File: src/rtl/square_iterative.sv
// Multi-cycle unsigned squarer (shift-and-add, one multiplier bit per cycle).
// Optional SQUARE_ITERATIVE_REMAINDER_EN adds a remainder port: square = root*root + remainder.
module square_iterative #(
  parameter int WIDTH_INPUT  = 8,
  parameter int WIDTH_OUTPUT = 2 * WIDTH_INPUT
) (
  input  logic                      clk,
  input  logic                      rst_n,
  input  logic                      in_valid,
  output logic                      in_ready,
  input  logic [WIDTH_INPUT-1:0]    root,
`ifdef SQUARE_ITERATIVE_REMAINDER_EN
  input  logic [WIDTH_INPUT:0]      remainder,
`endif
  output logic                      out_valid,
  input  logic                      out_ready,
  output logic [WIDTH_OUTPUT-1:0]   square
);

  localparam int CNT_W = (WIDTH_INPUT > 1) ? $clog2(WIDTH_INPUT) : 1;
  localparam logic [CNT_W-1:0] CNT_LAST = CNT_W'(WIDTH_INPUT - 1);

  typedef enum logic [1:0] {
    IDLE = 2'd0,
    BUSY = 2'd1,
    DONE = 2'd2
  } state_t;

  state_t                  state, state_nxt;
  logic                    started;
  logic [WIDTH_OUTPUT-1:0] mcand;
  logic [WIDTH_OUTPUT-1:0] acc;
  logic [WIDTH_OUTPUT-1:0] acc_sum;
  logic [WIDTH_OUTPUT-1:0] acc_init;
  logic [WIDTH_OUTPUT-1:0] square_q;
  logic [WIDTH_INPUT-1:0]  mplier;
  logic [CNT_W-1:0]        count;
  logic                    accept;
  logic                    last_step;

  // in_ready stays low until the first clock edge after reset release.
  always_ff @(posedge clk or negedge rst_n) begin
    if (!rst_n) begin
      state   <= IDLE;
      started <= 1'b0;
    end else begin
      state   <= state_nxt;
      started <= 1'b1;
    end
  end

  always_comb begin
    state_nxt = state;
    in_ready  = 1'b0;
    out_valid = 1'b0;
    case (state)
      IDLE: begin
        in_ready = started;
        if (in_valid && started) state_nxt = BUSY;
      end
      BUSY: begin
        if (count == CNT_LAST) state_nxt = DONE;
      end
      DONE: begin
        out_valid = 1'b1;
        if (out_ready) state_nxt = IDLE;
      end
      default: state_nxt = IDLE;
    endcase
  end

  assign accept    = in_valid && in_ready;
  assign last_step = (state == BUSY) && (count == CNT_LAST);
  assign acc_sum   = acc + (mplier[0] ? mcand : '0);

`ifdef SQUARE_ITERATIVE_REMAINDER_EN
  assign acc_init = WIDTH_OUTPUT'(remainder);
`else
  assign acc_init = '0;
`endif

  // Datapath: the result register is loaded only on the final step, so square
  // keeps the previous result while a new operand is being worked on.
  always_ff @(posedge clk or negedge rst_n) begin
    if (!rst_n) begin
      mcand    <= '0;
      mplier   <= '0;
      acc      <= '0;
      count    <= '0;
      square_q <= '0;
    end else if (accept) begin
      mcand  <= WIDTH_OUTPUT'(root);
      mplier <= root;
      acc    <= acc_init;
      count  <= '0;
    end else if (state == BUSY) begin
      acc    <= acc_sum;
      mcand  <= mcand << 1;
      mplier <= mplier >> 1;
      count  <= count + 1'b1;
      if (last_step) square_q <= acc_sum;
    end
  end

  assign square = square_q;

endmodule

File: config.mk
export PLATFORM = sky130hd
export DESIGN_NAME = square_iterative
export DESIGN_NICKNAME = d
export VERILOG_FILES = /design/src/rtl/square_iterative.sv
export SDC_FILE = /design/constraint.sdc
export NUM_CORES = 1
export LEC_CHECK = 0
export BUFFER_PORTS_ARGS = -buffer_cell sky130_fd_sc_hd__clkbuf_2
export CAP_MARGIN = 20
export CORE_MARGIN = 3
export CORE_UTILIZATION = 57
export DETAILED_ROUTE_END_ITERATION = 6
export PLACE_DENSITY = 0.77
export SLEW_MARGIN = 15
export SYNTH_ARGS = -nofsm -noshare
export SYNTH_HDL_FRONTEND = slang
export SYNTH_SLANG_ARGS = --single-unit
File: constraint.sdc
create_clock -name clk -period 7.1 [get_ports clk]
set_input_delay 0 -clock clk [delete_from_list [all_inputs] [get_ports clk]]
set_output_delay 0 -clock clk [all_outputs]
set_load 0.01 [all_outputs]
### Word level (Yosys, flattened, before mapping)

Index checks and enable logic that the tools add are counted.
Widths: inputs -> output; s select.

| operators by class | value |
|---|---|
| magnitude comparators | 0 |
| shift-type cells | 0 |
| mux-type cells | 15 |
| bitwise operators | 1 |
| reduce and logical (&&, ||, !) cells | 7 |
| divide/modulo/power cells | 0 |
| equal/unequal tests | 6 |
| $add $sub $neg | 2 |
| multiply operators | 0 |

Operators with widths:

| kind | number |
|---|---|
| $mux 16 | 5 |
| $add 16x16->16 | 1 |
| $mux 8 | 2 |
| $mux 2 | 3 |
| $mux 3 | 2 |
| $pmux 2 s3 | 1 |
| $reduce_and 3->1 | 2 |
| $ne 2x2->1 const B | 2 |
| $add 3x1->3 const B | 1 |
| $eq 3x3->1 const B | 1 |
| $logic_and 1x1->1 | 3 |
| $eq 2x1->1 const B | 1 |
| $eq 2x2->1 const B | 1 |
| $logic_not 2->1 | 1 |
| $mux 1 | 2 |
| $ne 2x1->1 const B | 1 |
| $reduce_bool 2->1 | 1 |
| $not 1->1 | 1 |

| word-level totals | value |
|---|---|
| memory bits (writable) | 0 |
| latch bits | 0 |
| word-level logic and storage cells | 38 |
| memories kept | 0 |
| bits of input ports | 12 |
| bits in read-only memories | 0 |
| bits in registers | 62 |

### Logic depth before layout (Yosys ltp)

| depth | value |
|---|---|
| depth after elaboration | 5 |
| depth in mapped cells | 10 |

### Worst setup path before layout

Ideal clock, no wire load.

| timing | value |
|---|---|
| path type | reg-to-reg |
| from | reg mplier[0] |
| to | reg acc[8] |
| slack | 4772 ps |
| required time | 6963 ps |
| data arrival time | 2191 ps |
| stages on the path, launching flop included | 11 |
| buffers on the path | 1 |
| library setup time | 137 ps |
| period minus slack after synthesis | 2328 ps |
| cells stage by stage | dfrtp_1 -> clkbuf_1 -> and2_1 -> ha_1 -> fa_1 -> a21oi_1 -> o21ai_0 -> a21oi_1 -> o21a_1 -> xor2_1 -> o21ai_0 |

| on the way | value |
|---|---|
| longest elaborated chain between the ends | 4 |

RTL lines:

| what | line | text |
|---|---|---|
| start, declared | 36 | `logic [WIDTH_INPUT-1:0] mplier;` |
| start signal, assigned | 93 | `mplier <= root;` |
| start signal, assigned | 99 | `mplier <= mplier >> 1;` |
| $mux 16 | 74 | `assign acc_sum = acc + (mplier[0] ? mcand : '0);` |
| $add 16x16->16 | 74 |  |
| $mux 16 | 96 | `end else if (state == BUSY) begin` |
| $mux 16 | 91 | `end else if (accept) begin` |
| end signal, assigned | 94 | `acc <= acc_init;` |
| end signal, assigned | 97 | `acc <= acc_sum;` |
| end, declared | 32 | `logic [WIDTH_OUTPUT-1:0] acc;` |

Every way passes these cells. The select of a mux whose other input is x is not followed.
A chain may end at the register's enable or synchronous reset.

### Worst setup path after layout

| timing | value |
|---|---|
| from | reg mplier[0] |
| to | reg square_q[8], in the netlist square[8] |

| on the way | value |
|---|---|
| longest elaborated chain between the ends | 2 |

RTL lines:

| what | line | text |
|---|---|---|
| $mux 16 | 74 |  |
| $add 16x16->16 | 74 |  |
| end signal, assigned | 101 | `if (last_step) square_q <= acc_sum;` |
| end, declared | 35 | `logic [WIDTH_OUTPUT-1:0] square_q;` |

Every way passes these cells.

==> metrics.md <==
| Metric | Value |
|---|---|
| Share of cells above drive strength 1 | 0.175 |
| WP buf/inv | 0 |
| Synth Cell Area | 3260 µm² |
| Required time worst endpoint | 7.29 ns |
| Rows | 26 |
| Register area share after synthesis | 0.476 |
| DIE WIDTH | 81.6 µm |
| Number of synthesized flops with an enable pin | 0 |
| Iteration-0 DRC Markers | 121 |
| Hold Fails Final Rpt | 0 |
| Slew headroom | 0.315 |
| Clock share of power | 0.197 |
| Yosys reg bits | 62 |
| RSZ-0062 raised after global routing | false |
| Setup Skew | 0.0118 ns |
| Worst-case clock buffer depth | 2 |
| Mean post-synth cell area | 10.1 µm² |
| Final Power | 1.57 mW |
| Worst hold slack | 0.0152 ns |
| First-pass GRT wire length | 11.7 mm |
| Sink Count | 62 |
| CTS tree | done |
| Worst path slowest cell | dfrtp_1 |
| Grt ovf | 0 |
| Sw frac | 0.397 |
| Post-CTS Setup Bufs | 0 |
| Fraction of registers with async set/reset | 1.00 |
| Largest net degree at the start of global routing | 63 |
| Root Driver | clkbuf_8 |
| VDD IR max | 0.310 mV |
| Crit path max-delay family | compound AO/OA/AOI/OAI gates |
| Final setup fails | 0 |
| PD cells | 423 nW/µm² |
| CP max stage delay | 0.51 ns |
| Synth Instances | 322 |
| Core area | 5300 µm² |
| Clock-pin slew on the worst setup and hold paths | 0.07 ns |
| I/O Buffers | 29 |
| Cell Int Power | 0.945 mW |
| Main synth FF type | dfrtp_1 |
| Min cycle time layout | 2.55 ns |
| N_diodes | 0 |
| Final TNS setup | 0 ns |
| RD Place Congestion | 0.868 |
| Number of global-route vias before repair | 2,484 |
| CP startpoint kind | register |
| Initial core utilization | 0.615 |
| Vias/cell | 5.82 |
| HPWL after DPL | 4.58 mm |
| Layout area overhead | 13.7% |
| Logic gate share of total power | 0.428 |
| HP Class | in -> reg |
| Max FO, Critical Path | 17 |
| Hold Crit Depth | 3 |
| Ys Warns | 0 |
| Die area | 6670 µm² |
| Max Freq | 392 MHz |
| Lkg Pwr | 1.80 nW |
| Total Wirelength | 6.70 mm |
| Number of CTS-inserted buffers | 9 |
| Distinct cells, synth | 47 |
| Crit path DAT | 2.74 ns |
| Final Util | 0.699 |
| Worst-path cell chain | and2_1, ha_1, fa_1, a21oi_1, o21ai_0, a21oi_1, o21a_1, xor2_1, o21ai_0 |
| Total track usage | 0.236 |
| Most frequent cells in the layout | 62 x dfrtp_1, 52 x nand2_1, 30 x o21ai_0, 29 x clkbuf_2, 17 x ha_1 |
| Max-slew violations | 0 |
| Initial antenna violation count | 0 |
| Mapped Nets | 352 |
| Max-cap violations | 0 |
| Final nets | 386 |
| DR DRC count | 0 |
| Fillers | 407 |
| Final period util | 0.359 |
| Vias | 2,501 |
| Status | finished clean |
| Io pins | 30 |
| Antenna Nets Post-Route | 0 |
| WS Path Type | reg -> reg |
| Most common cell after layout, fill and taps aside | dfrtp_1 |
| WL/cell | 15.6 µm |
| Slew of the pin with the lowest slew margin | 1.02 ns |
| FF-to-FF path depth | 9 |
| Insertion delay to the later sink of the worst-skew pair | 0.36 ns |
| P_sw | 0.622 mW |
| Seq pwr share | 0.375 |
| 1st-pass router iterations | 4 |
| Die height | 81.6 µm |
| H-tree depth | 3 |
| CP Depth | 9 |
| Setup crit end kind | register |
-- synthesized netlist by cell type, types with 3 or more instances --
| library cell | n | area, µm² |
|---|---|---|
| nand3_1 | 8 | 40.0 |
| clkbuf_1 | 8 | 30.0 |
| xnor2_1 | 9 | 78.8 |
| o22ai_1 | 4 | 25.0 |
| o21ai_2 | 3 | 26.3 |
| o21ai_0 | 30 | 150 |
| and2_1 | 16 | 100 |
| mux2i_1 | 6 | 60.1 |
| a21oi_2 | 3 | 26.3 |
| ha_1 | 17 | 213 |
| dfrtp_1 | 62 | 1550 |
| a21oi_1 | 8 | 40.0 |
| nor2_1 | 7 | 26.3 |
| nor3_1 | 3 | 15.0 |
| a22o_1 | 14 | 123 |
| nand2_1 | 52 | 195 |
| o21bai_1 | 3 | 22.5 |
| a21o_1 | 4 | 30.0 |
| a221o_1 | 6 | 60.1 |
| a22oi_1 | 5 | 37.5 |
| o21a_1 | 3 | 22.5 |
| mux2_2 | 3 | 33.8 |
| nand2b_1 | 7 | 43.8 |
| buf_2 | 7 | 35.0 |
| and3_1 | 4 | 25.0 |
| xor2_1 | 4 | 35.0 |
-- metal layers --
metal  global-route usage  vias up  wire length [µm]  share of wire
met3               0.0844       13               347          0.052
met4               0.0963        0               153          0.023
met5                    0        -                 0              0
li1                     -     1220                 -              -
met1                0.302     1204              2990           0.45
met2                0.366       64              3210           0.48
-- state kept, by name (all words and copies together) (netlist names) --
signal,count
state,2
mplier,8
square,16
acc,16
mcand,16
started,1
count,3
-- metrics by stage --
step                area (µm²)  std cells  setup WS, ns
floorplan                 3260        322          4.77
global placement          3430        407          4.64
detailed placement        3430        407          4.53
CTS                       3690        429          4.50
global route              3710        430          4.24
finish                    3710        430          4.55
-- worst register-to-register path: stages (launching register included) --
cell and delay [ns]:
dfrtp_1 0.51, and2_1 0.20, ha_1 0.20, fa_1 0.41
a21oi_1 0.20, o21ai_0 0.16, a21oi_1 0.26, o21a_1 0.17
xor2_1 0.17, o21ai_0 0.09
-- worst paths after layout --
| kind | start | end | slack, ns |
|---|---|---|---|
| worst max-delay path | mplier[0]$_DFFE_PN0P_ | square[8]$_DFFE_PN0P_ | 4.55 |
| worst min-delay path | root[6] | mcand[6]$_DFFE_PN0P_ | 0.02 |
| worst max register to register | mplier[0]$_DFFE_PN0P_ | square[8]$_DFFE_PN0P_ | 4.55 |
| worst min register to register | square[9]$_DFFE_PN0P_ | square[9]$_DFFE_PN0P_ | 0.48 |
| max in group asynchronous | rst_n | mcand[14]$_DFFE_PN0P_ | 6.28 |
| min in group asynchronous | rst_n | square[1]$_DFFE_PN0P_ | 0.34 |
-- power by group through the flow --
| stage | combinational [mW] | sequential, mW | clock [mW] |
|---|---|---|---|
| 3_3_place_gp | 0.637 | 0.587 | 0 |
| 4_1_cts | 0.665 | 0.589 | 0.314 |
| 6_report | 0.671 | 0.588 | 0.308 |
| 2_1_floorplan | 0.501 | 0.575 | 0 |
| 3_5_place_dp | 0.659 | 0.594 | 0 |
| 5_1_grt | 0.757 | 0.610 | 0.332 |
-- cell families after synthesis --
family                     count (synthesis)  share of synthesized area
xor gates and xnor gates                  13                     0.0349
adders and majority gates                 18                     0.0713
muxes                                      9                     0.0288
AOI/OAI and AO/OA                         93                      0.199
and+or+nand+nor                          107                      0.161
DFF                                       62                      0.476
buffers and inverters                     19                     0.0280
other                                      1                    0.00115
-- timing repair --
| item | in CTS | in global routing |
|---|---|---|
| hold endpoints to repair | 73 | 0 |
| gates resized for setup | 0 | 0 |
| hold buffers | 7 | 0 |
-- final cells by class --
cell class / instances / area [µm²] / area share
Clock inverter: 4 / 47.5 / 0.0128
Multi-Input combinational cell: 241 / 1620 / 0.437
Sequential cell: 62 / 1550 / 0.418
Tap cell: 70 / 87.6 / 0.0236
Clock buffer: 11 / 141 / 0.0381
Timing Repair Buffer: 40 / 253 / 0.0682
Inverter: 2 / 7.51 / 0.00202
(Power assumes the default switching activity.)
